--- src/rtl/rc4_pkg.sv ---
`default_nettype none
// ============================================================================
//  Module      : rc4_pkg
//  Description : Shared RC4 types and constants (S-memory geometry, key
//                schedule state encoding, small elaboration helpers).
//  Revision    : 1.0 - initial release
// ============================================================================
package rc4_pkg;

    // S-box geometry
    localparam int S_DEPTH  = 256;
    localparam int S_ADDR_W = 8;
    localparam int BYTE_W   = 8;

    // Key-schedule controller states
    typedef enum logic [2:0] {
        KS_IDLE      = 3'd0,
        KS_WAIT_SI   = 3'd1,
        KS_WAIT_SJ   = 3'd2,
        KS_WAIT_WR_I = 3'd3,
        KS_WAIT_WR_J = 3'd4,
        KS_DONE      = 3'd5
    } ks_state_t;

    // Width of a counter able to index n items (never less than 1 bit)
    function automatic int idx_width(input int n);
        return (n > 1) ? $clog2(n) : 1;
    endfunction

endpackage : rc4_pkg
`default_nettype wire

--- src/rtl/rc4_key_byte_sel.sv ---
`default_nettype none
// ============================================================================
//  Module      : rc4_key_byte_sel
//  Description : Picks key byte number i_key_idx out of the latched key.
//                Byte 0 sits in the most significant position of the key.
//  Revision    : 1.0 - initial release
// ============================================================================
module rc4_key_byte_sel
    import rc4_pkg::*;
#(
    parameter  int KEY_BYTES = 3,
    localparam int KEY_W     = BYTE_W * KEY_BYTES,
    localparam int IDX_W     = idx_width(KEY_BYTES)
)(
    input  logic [KEY_W-1:0]  i_key_q,
    input  logic [IDX_W-1:0]  i_key_idx,
    output logic [BYTE_W-1:0] o_byte
);

    // Plain mux over the key bytes; an out-of-range index yields zero
    always_comb begin
        o_byte = '0;
        for (int k = 0; k < KEY_BYTES; k++) begin
            if (i_key_idx == IDX_W'(k)) begin
                o_byte = i_key_q[KEY_W-1-BYTE_W*k -: BYTE_W];
            end
        end
    end

endmodule : rc4_key_byte_sel
`default_nettype wire

--- src/rtl/rc4_key_schedule.sv ---
`default_nettype none
// ============================================================================
//  Module      : rc4_key_schedule
//  Description : RC4 key-scheduling loop. For i = 0..255 computes
//                j = j + S[i] + key[i mod KEY_BYTES] and swaps S[i]/S[j]
//                in place through a strobe/done S-memory port.
//  Revision    : 1.0 - initial release
// ============================================================================
module rc4_key_schedule
    import rc4_pkg::*;
#(
    parameter  int KEY_BYTES = 3,
    localparam int KEY_W     = 8 * KEY_BYTES
)(
    input  logic                clk,
    input  logic                nreset,
    input  logic                start,
    input  logic [KEY_W-1:0]    secret_key,
    output logic                finish,
    output logic                busy,
    output logic                wr_start,
    output logic [S_ADDR_W-1:0] addr_out,
    output logic [BYTE_W-1:0]   wr_data_out,
    input  logic                wr_done,
    output logic                rd_start,
    input  logic                rd_done,
    input  logic [BYTE_W-1:0]   rd_data_in
);

    localparam int                  IDX_W      = idx_width(KEY_BYTES);
    localparam logic [IDX_W-1:0]    c_LAST_IDX = IDX_W'(KEY_BYTES - 1);
    localparam logic [S_ADDR_W-1:0] c_LAST_I   = S_ADDR_W'(S_DEPTH - 1);

    ks_state_t           r_state;
    logic [KEY_W-1:0]    r_key_q;
    logic [S_ADDR_W-1:0] r_i;
    logic [S_ADDR_W-1:0] r_j;
    logic [IDX_W-1:0]    r_key_idx;
    logic [BYTE_W-1:0]   r_s_i;

    logic [BYTE_W-1:0]   w_key_byte;
    logic [S_ADDR_W-1:0] w_j_next;
    logic [S_ADDR_W-1:0] w_i_next;
    logic [IDX_W-1:0]    w_key_idx_next;

    rc4_key_byte_sel #(
        .KEY_BYTES (KEY_BYTES)
    ) u_key_byte_sel (
        .i_key_q   (r_key_q),
        .i_key_idx (r_key_idx),
        .o_byte    (w_key_byte)
    );

    // New j from the S[i] value arriving on the read port; 8-bit wrap is the mod 256
    assign w_j_next       = r_j + rd_data_in + w_key_byte;
    assign w_i_next       = r_i + 1'b1;
    // Key index wraps at KEY_BYTES without any modulo hardware
    assign w_key_idx_next = (r_key_idx == c_LAST_IDX) ? '0 : r_key_idx + 1'b1;

    // Controller FSM and datapath; all outputs registered, strobes default low
    always_ff @(posedge clk or negedge nreset) begin
        if (!nreset) begin
            r_state     <= KS_IDLE;
            r_key_q     <= '0;
            r_i         <= '0;
            r_j         <= '0;
            r_key_idx   <= '0;
            r_s_i       <= '0;
            finish      <= 1'b0;
            busy        <= 1'b0;
            wr_start    <= 1'b0;
            rd_start    <= 1'b0;
            addr_out    <= '0;
            wr_data_out <= '0;
        end else begin
            rd_start <= 1'b0;
            wr_start <= 1'b0;
            finish   <= 1'b0;

            case (r_state)
                KS_IDLE: begin
                    busy <= 1'b0;
                    if (start) begin
                        r_key_q   <= secret_key;
                        r_i       <= '0;
                        r_j       <= '0;
                        r_key_idx <= '0;
                        addr_out  <= '0;
                        rd_start  <= 1'b1;
                        busy      <= 1'b1;
                        r_state   <= KS_WAIT_SI;
                    end
                end

                KS_WAIT_SI: begin
                    if (rd_done) begin
                        r_s_i    <= rd_data_in;
                        r_j      <= w_j_next;
                        addr_out <= w_j_next;
                        rd_start <= 1'b1;
                        r_state  <= KS_WAIT_SJ;
                    end
                end

                KS_WAIT_SJ: begin
                    // S[j] goes to address i; i == j needs no special case
                    if (rd_done) begin
                        addr_out    <= r_i;
                        wr_data_out <= rd_data_in;
                        wr_start    <= 1'b1;
                        r_state     <= KS_WAIT_WR_I;
                    end
                end

                KS_WAIT_WR_I: begin
                    if (wr_done) begin
                        addr_out    <= r_j;
                        wr_data_out <= r_s_i;
                        wr_start    <= 1'b1;
                        r_state     <= KS_WAIT_WR_J;
                    end
                end

                KS_WAIT_WR_J: begin
                    if (wr_done) begin
                        if (r_i == c_LAST_I) begin
                            finish  <= 1'b1;
                            r_state <= KS_DONE;
                        end else begin
                            r_i       <= w_i_next;
                            r_key_idx <= w_key_idx_next;
                            addr_out  <= w_i_next;
                            rd_start  <= 1'b1;
                            r_state   <= KS_WAIT_SI;
                        end
                    end
                end

                KS_DONE: begin
                    // finish was raised on entry and drops here
                    busy    <= 1'b0;
                    r_state <= KS_IDLE;
                end

                default: begin
                    busy    <= 1'b0;
                    r_state <= KS_IDLE;
                end
            endcase
        end
    end

endmodule : rc4_key_schedule
`default_nettype wire

--- config.mk ---
export PLATFORM = sky130hd
export DESIGN_NAME = rc4_key_schedule
export DESIGN_NICKNAME = d
export VERILOG_FILES = /design/src/rtl/rc4_pkg.sv /design/src/rtl/rc4_key_byte_sel.sv /design/src/rtl/rc4_key_schedule.sv
export SDC_FILE = /design/constraint.sdc
export NUM_CORES = 1
export LEC_CHECK = 0
export ABC_AREA = 1
export CORE_UTILIZATION = 51
export CTS_BUF_LIST = sky130_fd_sc_hd__clkbuf_2
export DETAILED_ROUTE_END_ITERATION = 16
export GPL_TIMING_DRIVEN = 0
export HOLD_SLACK_MARGIN = 0.05
export PLACE_DENSITY = 0.78
export SLEW_MARGIN = 20
export SYNTH_ARGS = -nofsm -noshare
export SYNTH_HDL_FRONTEND = slang
export SYNTH_HIERARCHICAL = 1
export SYNTH_SLANG_ARGS = --single-unit
--- constraint.sdc ---
create_clock -name clk -period 2.7 [get_ports clk]
set_input_delay 0.27 -clock clk [delete_from_list [all_inputs] [get_ports clk]]
set_output_delay 0.27 -clock clk [all_outputs]
set_load 0.01 [all_outputs]
== Word level (Yosys, flattened, before mapping) ==
Cells that the tools add are included.
Storage, ports and cells
  bits in latches: 0
  bits in registers: 73
  ROM bits: 0
  RAM bits: 0
  memories: 0
  logic and storage cells: 81
Operators by class
  shifts and indexed selects: 0
  multipliers: 0
  div/mod/pow operators: 0
  order comparisons: 0
  reduce and logical (&&, ||, !) cells: 14
  bitwise logic cells: 0
  add/subtract/negate cells: 4
  eq/ne operators: 13
  multiplexer cells: 38
Operators with widths (count)
  $mux W8: 11
  $pmux W8 S2: 3
  $pmux W8 S5: 1
  $mux W3: 6
  $add A8 B8 Y8: 2
  $pmux W3 S5: 1
  $ne A2 B2 Y1 const B: 6
  $add A8 B1 Y8 const B: 1
  $eq A8 B8 Y1 const B: 1
  $mux W1: 8
  $mux W2: 4
  $reduce_and A7 Y1: 1
  $eq A3 B2 Y1 const B: 2
  $reduce_and A3 Y1: 2
  $reduce_bool A2 Y1: 3
  $reduce_and A5 Y1: 1
  $reduce_bool A5 Y1: 1
  $pmux W1 S2: 2
  $pmux W2 S2: 1
  $reduce_and A2 Y1: 2
  $reduce_and A4 Y1: 1
  $reduce_or A4 Y1: 1
  $eq A3 B1 Y1 const B: 1
  $eq A3 B3 Y1 const B: 1
  6 further kinds: 6

== Logic depth before layout (Yosys ltp) ==
  depth in word-level cells: 7
  mapped depth: 18
  mapped depth without buffers: 17

== By module ==
The synthesis kept the hierarchy.
Modules (own cells, without submodules)
  rc4_key_schedule: area an instance 3878.7 µm², sequential area each 1826.8 µm², instances 1, cells each 420
  rc4_key_byte_sel: area an instance 187.7 µm², sequential area each 0.0 µm², instances 1, cells each 37

== Worst setup path before layout ==
OpenSTA, ideal clock, no wires.
  kind: register -> register
  start point: reg r_key_idx[1]
  end point: reg addr_out[3]
  cell stages (with the launch flop): 17
  arrival time: 2.432 ns
  period minus slack after synthesis: 2.549 ns
  data required time: 2.582 ns
  slack: 0.151 ns
  cells stage by stage: dfrtp_1 buf_6 nor2_4 nand2_1 nand3_1 inv_1 fa_1 inv_1 ha_1 inv_1 fa_1 inv_1 or2_2 nand3_1 o2111ai_1 nand2_1 nand2_1
Between the ends
  word-level cells in the longest chain between the ends: 7
  elaborated cells on any way between the ends: 9
RTL lines
  start: declaration: RTL line rc4_key_schedule.sv:38  | logic [IDX_W-1:0] r_key_idx;
  start signal: assignment: RTL line rc4_key_schedule.sv:131  | r_key_idx <= w_key_idx_next;
  $logic_not A2 Y1: RTL line rc4_key_byte_sel.sv:24  | if (i_key_idx == IDX_W'(k)) begin
  $mux W8 (2 in series): RTL line rc4_key_byte_sel.sv:24
  $mux W8 *: RTL line rc4_key_byte_sel.sv:24
  via w_key_byte[1]: RTL line rc4_key_schedule.sv:41  | logic [BYTE_W-1:0] w_key_byte;
  $add A8 B8 Y8 *: RTL line rc4_key_schedule.sv:55  | assign w_j_next = r_j + rd_data_in + w_key_byte;
  $mux W8 *: RTL line rc4_key_schedule.sv:96  | if (rd_done) begin
  $pmux W8 S5 *: RTL line rc4_key_schedule.sv:80  | case (r_state)
  end signal: assignment: RTL line rc4_key_schedule.sv:99  | addr_out <= w_j_next;
  end signal: assignment: RTL line rc4_key_schedule.sv:108  | addr_out <= r_i;
  end signal: assignment: RTL line rc4_key_schedule.sv:117  | addr_out <= r_j;
  end: declaration: RTL line rc4_key_schedule.sv:22  | output logic [S_ADDR_W-1:0] addr_out,
Mark *: on every way through the listed nets, which the timed path passes. The rest lies on a longest branch. The select of a mux whose other input is x is not followed.
A chain may end at the register's enable or synchronous reset.

== Worst setup path after layout ==
  start point: reg r_key_idx[1]
  end point: reg addr_out[7]
Same word-level chain as after synthesis.

==> impl_metrics.py <==
metrics = {
    "grt": {
        "gr-max-usage-layer": "met2",
        "grtUsageMet2": 0.396,
        "overflow": 0,
        "grt_pass1_wl_mm": 15.4,
        "grtUsageMet3": 0.0436,
        "grt_pass1_vias": 3284,
        "met1_usage": 0.315,
        "grt_start_max_net_pins": 50,
        "grt_util_all_layers": 0.239,
        "antenna_found_initial": 0,
    },
    "layout": {
        "area_delta_synth_final_pct": 23.2,
        "post_route_cells_drive_above_1_share": 0.168,
        "register_area_um2": 1830,
        "insertedDiodeCount": 0,
        "layout.cells.non_filler": 638,
        "multi_input_area_um2": 2040,
        "fin_nets": 584,
        "fillers": 644,
    },
    "setup_path": {
        "ff2ff_setup_slack_ns": 0.06,
        "r2r_start": "r_key_idx[1]",
        "path_common_cell": "nand2_1",
        "critical_path.cell_chain": "buf_6, buf_4, nand3_1, nand3_2, fa_1, inv_2, fa_2, nor3_1, nor2_1, nand2_1, nand3_2, nand2_1, nand2_1, nand2_1",
        "ff2ff_path_depth": 14,
        "cp_max_fo": 6,
        "cp.depth": 14,
        "slowest_delay_ns": 0.58,
        "cp.required_ns": 3.19,
        "critPathKind": "reg2reg",
        "cp_slowest_cell": "fa_1",
        "worst_setup_path_end_kind": "register",
        "rr_endpoint": "addr_out[7]",
        "critPathTopFamily": "adder cells",
        "start_kind": "register",
        "cp_num_buf_inv": 3,
        "arrival_ns": 3.12,
    },
    "timing": {
        "max_slew_margin": 0.765,
        "grt_setup_unrepaired": "yes",
        "hold_viol_final": 0,
        "setup_slack_ns": 0.0618,
        "timing.fmax_mhz": 379,
        "slew_violations": 0,
        "finalSetupViolCount": 0,
        "fin_crit_sh": 0.977,
        "worst_pin_slew_ns": 0.352,
        "fin_skew_ns": 0.0190,
        "final.min_clock_period_ns": 2.64,
    },
    "routing": {
        "routed_via_density": 5.29,
        "drc": 0,
        "final_antenna_net_count": 0,
        "vias": 3377,
        "avgRoutedWirePerCell_um": 14.5,
        "firstDrtPassIters": 4,
        "drtIter0Drc": 244,
        "drt_wl_total_mm": 9.28,
    },
    "logic_synthesis": {
        "ys_types": 37,
        "yosysSeqAreaShare": 0.449,
        "ys.warnings.count": 6,
        "synth.avg_cell_area_um2": 8.90,
        "async_flop_share": 1.00,
        "synth_flop_cell": "dfrtp_1",
        "netlist_instances": 457,
        "synthesis.nets": 509,
        "synth-edff-count": 0,
        "synth_area_um2": 4070,
        "ys_seq_elements": 73,
    },
    "power": {
        "p_leak_nw": 2.33,
        "power_density_nw_per_um2": 1140,
        "vdd_drop_max_mv": 0.510,
    },
    "place": {
        "dp_hpwl_mm": 7.06,
        "pre_cts_slack_ns": -0.190,
        "dp_cells": 616,
        "io_buffers": 56,
        "gp_congestion": 0.858,
    },
    "clocking": {
        "cts.path.max_buffers": 2,
        "cts_tree": "yes",
        "cts_max_level": 3,
        "cts_buffers": 9,
        "cts-root-buf": "clkbuf_2",
        "clk-insertion-delay-late_ns": 0.53,
        "clk_pin_slew_ns": 0.19,
        "cts.sinks": 73,
    },
    "floorplanning": {
        "placementRows": 32,
        "core-area_um2": 7730,
        "die_h_um": 91.3,
        "fp.dieW_um": 91.3,
        "initial_core_util": 0.526,
        "dieArea_um2": 8330,
        "num_io_pins": 57,
    },
    "outcome": {
        "outcome": "finished, final reports clean",
    },
    "worst_hold_path": {
        "min_path_type": "in2async",
    },
    "flow_run": {
        "cap_violations": 0,
    },
}
-- logic make-up (layout without fill, tap and decap cells) --
group	Yosys count	in the layout	share of synthesized area
buffers and inverters	58	137	0.0705
flip-flops	73	73	0.449
multiplexers	30	30	0.0886
AND/OR/NAND/NOR	227	227	0.250
AO/OA/AOI/OAI	53	53	0.0785
adder cells (fa/ha/maj)	15	15	0.0609
XOR/XNOR	1	1	0.00215
-- where the power goes --
part | leakage [nW] | total [mW] | switching (mW) | internal (mW)
Clock | 0.0587 | 0.489 | 0.378 | 0.111
Sequential | 0.914 | 1.79 | 0.271 | 1.52
Combinational | 1.36 | 3.44 | 1.91 | 1.53
Total | 2.33 | 5.72 | 2.56 | 3.16
-- timing repair --
item                                   4_1_cts  5_1_grt
setup endpoints to repair                    7       10
resized for setup                            8       15
buffers inserted                             3        3
cloned                                       0        0
pin swaps                                    2        7
endpoints found under the hold margin       73        0
hold buffers                                 1        0
-- worst register-to-register path: stages, from the launching register on --
cell	delay [ns]
dfrtp_1	0.44
buf_6	0.15
buf_4	0.16
nand3_1	0.10
nand3_2	0.10
fa_1	0.59
inv_2	0.06
fa_2	0.40
nor3_1	0.18
nor2_1	0.07
nand2_1	0.08
nand3_2	0.09
nand2_1	0.08
nand2_1	0.04
nand2_1	0.06
-- stage by stage --
step                hold slack, ns  instance area (um2)  setup TNS (ns)   util  total power [mW]
finish                       0.150                 5010               0  0.648              5.72
CTS                          0.143                 4900        -0.00529  0.635              5.46
global placement             0.456                 4750          -80.27  0.615              4.75
detailed placement           0.204                 4780          -0.750  0.619              4.92
floorplan                  -0.0256                 4070               0      -              4.00
global route                 0.166                 5010          -0.276  0.648              6.22
-- synth_stat cells (all sizes together) (2+ instances only) --
library cell | instances | share of area
nand2 | 140 | 0.14
dfrtp | 73 | 0.45
inv | 47 | 0.043
nand3 | 38 | 0.051
nor2 | 38 | 0.046
mux2 | 30 | 0.089
o21ai | 30 | 0.037
buf | 11 | 0.027
a31oi | 9 | 0.015
fa | 8 | 0.039
ha | 7 | 0.022
a21oi | 5 | 0.0062
nor3 | 5 | 0.0062
nand4 | 3 | 0.0062
o2111ai | 3 | 0.0065
o22ai | 3 | 0.0080
nand3b | 2 | 0.0037
-- cells in the final DEF, fill, tap and decap left out, drive strengths merged, types with 8 or more instances in the layout --
master	count
mux2	30
nand3	38
o21ai	30
dfrtp	73
inv	47
a31oi	9
fa	8
nand2	140
buf	19
nor2	38
clkbuf	10
clkdlybuf4s50	55
-- flip-flops by register name, indices dropped and copies added, names as in the netlist, 2 cells and up --
signal       count
r_key_q         24
r_j              8
r_s_i            8
r_state          3
wr_data_out      8
addr_out         8
r_key_idx        2
r_i              8
-- final cells by class --
type                       count  share of cell area
buffer                        11              0.0227
clock buffer                  10             0.00999
clock inverter                 5             0.00475
inverter                      47              0.0377
tap                          102              0.0255
timing repair buffer          64               0.128
sequential                    73               0.365
multi-input combinational    326               0.407
-- how the worst max path moves through the flow --
stage | startpoint | to | slack (ns)
floorplan | r_key_idx[1] | addr_out[3] | 0.15
global placement | nreset | r_key_q[14] | -1.10
detailed placement | r_key_idx[0] | addr_out[7] | -0.19
CTS | r_key_idx[0] | addr_out[7] | -0.005
global route | r_key_idx[1] | addr_out[7] | -0.07
finish | r_key_idx[1] | addr_out[7] | 0.06
-- metal layers --
metal / share of wire / wire, um / vias up
li1: - / - / 1652
met1: 0.45 / 4160 / 1617
met2: 0.48 / 4440 / 88
met3: 0.050 / 462 / 20
met4: 0.022 / 208 / 0
met5: 0 / 0 / -
Power figures use the tool's default switching activity.
==> patch 1 (config.mk and constraints unchanged) <==
Encoding of `ks_state_t`: now one-hot (6 bits for 6 states).
--- a/src/rtl/rc4_pkg.sv
+++ b/src/rtl/rc4_pkg.sv
@@ -13,13 +13,13 @@
     localparam int BYTE_W   = 8;
 
     // Key-schedule controller states
-    typedef enum logic [2:0] {
-        KS_IDLE      = 3'd0,
-        KS_WAIT_SI   = 3'd1,
-        KS_WAIT_SJ   = 3'd2,
-        KS_WAIT_WR_I = 3'd3,
-        KS_WAIT_WR_J = 3'd4,
-        KS_DONE      = 3'd5
+    typedef enum logic [5:0] {
+        KS_IDLE      = 6'b000001,
+        KS_WAIT_SI   = 6'b000010,
+        KS_WAIT_SJ   = 6'b000100,
+        KS_WAIT_WR_I = 6'b001000,
+        KS_WAIT_WR_J = 6'b010000,
+        KS_DONE      = 6'b100000
     } ks_state_t;
 
     // Width of a counter able to index n items (never less than 1 bit)
Function: no difference found for any inputs over 4 cycles, from zero or initial values and one cycle with nreset low; so few cycles prove little.
==> patch 1 against the unedited design <==
  * Wire length grew 6.4%
  * Synthesized area grew 5.3%
  * Critical endpoint unchanged
  * Power shrank 3.8%
  * Largest power group unchanged
  * Worst setup slack lost 0.045 ns
  * Cell area grew 6.1%
  * Clock power grew 29%
  * Sequential cell count grew 3
  * Highest routed layer unchanged
==> patch 1: results (changes against the unedited design) <==
| Metric | Value |
|---|---|
| Outcome | finished, final reports clean |
| Cell variety after synth | 40 (+8.1%) |
| Synth Area in Adders | 5.79% (-0.30 points) |
| Clock-cell share | 2.09% (+0.62 points) |
| Routed via count | 3468 (+2.7%) |
| First-pass GRT wire length | 16400 um (+5.9%) |
| Crit path max fanout | 7 (+1) |
| R2R Setup Slk | 0.02 ns (-0.04 ns) |
| Layout Nets | 596 (+2.1%) |
| Number of global-route vias before repair | 3470 (+5.7%) |
| Met2 usage in global routing | 43.3% (+3.6 points) |
| CTS clk-pin slew, worst paths | 0.23 ns (+0.04 ns) |
| Final non-clock buffer share | 14.4% (-0.71 points) |
| Commonest cells post-synth | 109 x nand2_1, 75 x dfrtp_1, 41 x inv_1, 37 x nand3_1, 33 x nor2_1 |
| Worst ir drop on vdd | 478 uV (-6.3%) |
| Inst Count DP | 628 (+1.9%) |
| GR Util met1 | 30.1% (-1.4 points) |
| Post-synthesis compound-gate area fraction | 8.94% (+1.1 points) |
| Logic pwr share | 54.4% (-5.8 points) |
| M3 GR Usage | 3.33% (-1.0 points) |
| Multi-input combinational area share | 41.5% (+0.85 points) |
| Sequential share of cell area | 35.8% (-0.68 points) |
| Gate Count Post-Synth | 466 (+2.0%) |
| Flops & latches, synth | 76 (+4.1%) |
| Arrival @ worst endpoint | 3.14 ns (+0.02 ns) |
| Leakage | 2.57 nW (+10%) |
| Hold Crit Class | in2async |
| Bufs w/o clock | 78 (+4.0%) |
| Fin crit share | 99.4% (+1.7 points) |
| Fillers | 666 (+3.4%) |
| Drt initial violations | 247 (+1.2%) |
| #MultiIn Comb | 327 (+0.31%) |
| DRT Pass-1 Iters | 5 (+1) |
| Mapped Nets | 518 (+1.8%) |
| Xor/xnor share of the synthesized area | 0.409% (+0.19 points) |
| Rows | 33 (+3.1%) |
| GP Congestion | 0.856 (-0.19%) |
| Final non-filler cell total | 654 (+2.5%) |
| Total Routing Usage GR | 24.4% (+0.57 points) |
| Dpl ws | -0.315 ns (-0.125 ns) |
| DR WL met3 | 414 um (-10%) |
| Post-synthesis sequential area ratio | 44.5% (-0.46 points) |
| HPWL Detailed | 7200 um (+2.0%) |
| Layout cells sized above 1 | 23.3% (+6.5 points) |
| Mux contribution to synthesized area | 8.07% (-0.79 points) |
| Slew HR | 68.1% (-8.5 points) |
| Biggest register | r_key_q |
| Worst path max stage delay | 0.49 ns (-0.09 ns) |
| Metal-1 WL | 4250 um (+2.1%) |
| Tightest hold margin | 0.103 ns (-0.0477 ns) |
| Core Util, Final | 65.0% (+0.21 points) |
| Largest cells by area after synthesis | dfrtp_1 44%, nand2_1 9.6%, mux2_4 7.0% |
| Largest net degree at the start of global routing | 59 (+18%) |
| Dpl cell area | 5000 sq um (+4.6%) |
| Met2 wire len | 5060 um (+14%) |
| Post-Route Skew | 0.0323 ns (+0.0133 ns) |
| Inverters | 52 (+11%) |
| Internal power | 0.00323 W (+2.3%) |
| Ys async rst share | 100% (unchanged) |
| Drt wl/cell | 15.1 um (+3.8%) |
==> patch 1: power groups by stage <==
stage | clock network (W) | registers, W | logic (W)
2_1_floorplan | 0 | 0.00187 | 0.00182
3_3_place_gp | 0 | 0.00188 | 0.00246
3_5_place_dp | 0 | 0.00190 | 0.00255
4_1_cts | 0.000637 | 0.00187 | 0.00265
5_1_grt | 0.000690 | 0.00192 | 0.00331
6_report | 0.000631 | 0.00188 | 0.00299
==> patch 1: path summary, 6_finish.rpt <==
kind | startpoint | endpoint | cells after the start
setup / recovery | r_key_idx[1] | addr_out[7] | 16
max in group asynchronous | nreset | r_key_q[18] | 3
setup reg to reg | r_key_idx[1] | addr_out[7] | 16
hold / removal | nreset | busy | 2
hold reg to reg | addr_out[5] | addr_out[5] | 2
min in group clk | secret_key[10] | r_key_q[10] | 2
==> patch 1: what timing repair did <==
action                                  4_1_cts  5_1_grt
endpoints found under the setup margin        7       11
resized for setup                            14       20
setup buffers                                 4        5
hold buffers                                  1        0
pin swaps                                     3       16
endpoints found under the hold margin        76        0
==> patch 2 (config.mk and constraints unchanged) <==
Made on the original files. `KEY_BYTES` is set to 3 in 2 places; all go to 2.
--- a/src/rtl/rc4_key_byte_sel.sv
+++ b/src/rtl/rc4_key_byte_sel.sv
@@ -8,7 +8,7 @@
 module rc4_key_byte_sel
     import rc4_pkg::*;
 #(
-    parameter  int KEY_BYTES = 3,
+    parameter  int KEY_BYTES = 2,
     localparam int KEY_W     = BYTE_W * KEY_BYTES,
     localparam int IDX_W     = idx_width(KEY_BYTES)
 )(
--- a/src/rtl/rc4_key_schedule.sv
+++ b/src/rtl/rc4_key_schedule.sv
@@ -9,7 +9,7 @@
 module rc4_key_schedule
     import rc4_pkg::*;
 #(
-    parameter  int KEY_BYTES = 3,
+    parameter  int KEY_BYTES = 2,
     localparam int KEY_W     = 8 * KEY_BYTES
 )(
     input  logic                clk,
Ports: changed (resized secret_key); port bits go from 57 to 49. No check against the original RTL was run, so the function may have changed too.
==> patch 2 against the unedited design <==
  * Synthesized area shrank 12%
  * Sequential cell count shrank 9
  * Fmax grew 3.8%
  * Power shrank 5.5%
  * Cell area shrank 13%
  * Hold slack gained 0.077 ns
  * Critical path type unchanged
  * Wire length shrank 13%
  * Non-clock buffer count shrank 10
  * Worst setup slack gained 0.096 ns
==> patch 2: results (changes against the unedited design) <==
| Metric | Value |
|---|---|
| Crit path max fanout | 8 (+2) |
| Internal power | 0.00291 W (-8.0%) |
| Initial antenna violation count | 0 (unchanged) |
| Leakage | 2.12 nW (-9.0%) |
| Outcome | finished, final reports clean |
| Dpl ws | -0.0462 ns (+0.144 ns) |
| Largest cells by area after synthesis | dfrtp_1 45%, nand2_1 16%, o21ai_0 5.5% |
| Drt initial violations | 249 (+2.0%) |
| Logic pwr share | 63.0% (+2.8 points) |
| Mapped Nets | 481 (-5.5%) |
| GR Util met1 | 32.7% (+1.2 points) |
| HPWL Detailed | 6110 um (-13%) |
| Commonest cells post-synth | 151 x nand2_1, 64 x dfrtp_1, 50 x inv_1, 39 x o21ai_0, 22 x nor2_1 |
| Diode count | 0 (unchanged) |
| Largest net degree at the start of global routing | 34 (-32%) |
| Worst ir drop on vdd | 640 uV (+25%) |
| Cell variety after synth | 35 (-5.4%) |
| Worst-skew pair later-pin latency | 0.49 ns (-0.04 ns) |
| GP Congestion | 0.895 (+4.3%) |
| Area growth, synth to finish | 22.9% |
| Post-CTS Setup Inserts | 1 (-2) |
| CTS max path bufs | 2 (unchanged) |
| Post-cts gate resize count | 0 (-8) |
| Dpl cell area | 4160 sq um (-13%) |
| YS warnings | 6 (unchanged) |
| Via/cell ratio | 5.19 (-2.0%) |
| Met2 usage in global routing | 40.5% (+0.86 points) |
| Total Routing Usage GR | 24.9% (+1.1 points) |
| Worst path max stage delay | 0.45 ns (-0.13 ns) |
| Hold Crit Class | in2async |
| # hold bufs at CTS | 1 (unchanged) |
| M3 GR Usage | 5.58% (+1.2 points) |
| Slowest-stage cell, CP | dfrtp_1 |
| Layout cells sized above 1 | 16.4% (-0.42 points) |
| # port buffers | 48 (-14%) |
| Arrival @ worst endpoint | 2.94 ns (-0.18 ns) |
| Fillers | 620 (-3.7%) |
| Post-synthesis sequential area ratio | 45.0% (about the same) |
| Biggest register | r_key_q |
| DRT Pass-1 Iters | 7 (+3) |
| Largest register FFs | 16 (-33%) |
| Ys async rst share | 100% (unchanged) |
| Layout Nets | 547 (-6.3%) |
| Clk root buf | clkbuf_2 |
| CTS clk-pin slew, worst paths | 0.17 ns (-0.02 ns) |
| Clock buffer count from CTS | 9 (unchanged) |
| H-tree Lvls | 3 (unchanged) |
| Post-Route Skew | 0.0203 ns (+0.00134 ns) |
| Slew HR | 71.9% (-4.7 points) |
| Number of global-route vias before repair | 2973 (-9.5%) |
| Drt wl/cell | 13.7 um (-5.6%) |
| First-pass GRT wire length | 13900 um (-9.7%) |
## patch 2: worst paths after layout
check                                    start     endpoint  slack, ns  cells past startpoint
worst max-delay path                 r_key_idx  addr_out[3]       0.16                     14
worst min-delay path                    nreset   r_state[2]       0.23                      2
worst max register to register       r_key_idx  addr_out[3]       0.16                     14
worst min register to register     addr_out[2]  addr_out[2]       0.50                      2
max in group asynchronous               nreset  r_key_q[13]       1.94                      3
min in group clk                secret_key[14]  r_key_q[14]       0.37                      2
## patch 2: final cells by class
cell class,count,share of cell area (%)
buffer,10,1.71
clock buffer,10,1.14
clock inverter,5,0.572
inverter,56,4.86
multi-input combinational,307,40.2
sequential,64,36.6
tap,80,2.29
timing repair buffer,55,12.6
## patch 2: per-layer routing
layer	vias up	part of all wire, %	wire, um
li1	1533	-	-
met1	1422	46	3720
met2	77	48	3860
met3	13	3.9	317
met4	0	2.0	158
met5	-	0	0
## patch 2: power groups by stage
stage	Clock [W]	Sequential (W)	Combinational, W
2_1_floorplan	0	0.00158	0.00211
4_1_cts	0.000458	0.00155	0.00304
3_3_place_gp	0	0.00156	0.00295
5_1_grt	0.000500	0.00160	0.00386
6_report	0.000447	0.00155	0.00340
3_5_place_dp	0	0.00157	0.00301
## patch 2: kinds of logic (layout without fill, tap and decap cells)
group	after synthesis	count (layout)	share of synthesized area (%)
fa+ha+maj	15	15	6.95
flops	64	64	45.0
mux	16	16	5.06
buf+inv	66	136	8.01
simple gates	211	211	24.8
xor+xnor	1	1	0.246
compound gates	64	64	9.94
## patch 2: through the flow
step,cells,power (W)
floorplan,437,0.00369
detailed placement,566,0.00458
global route,587,0.00596
global placement,565,0.00451
CTS,583,0.00505
finish,587,0.00540
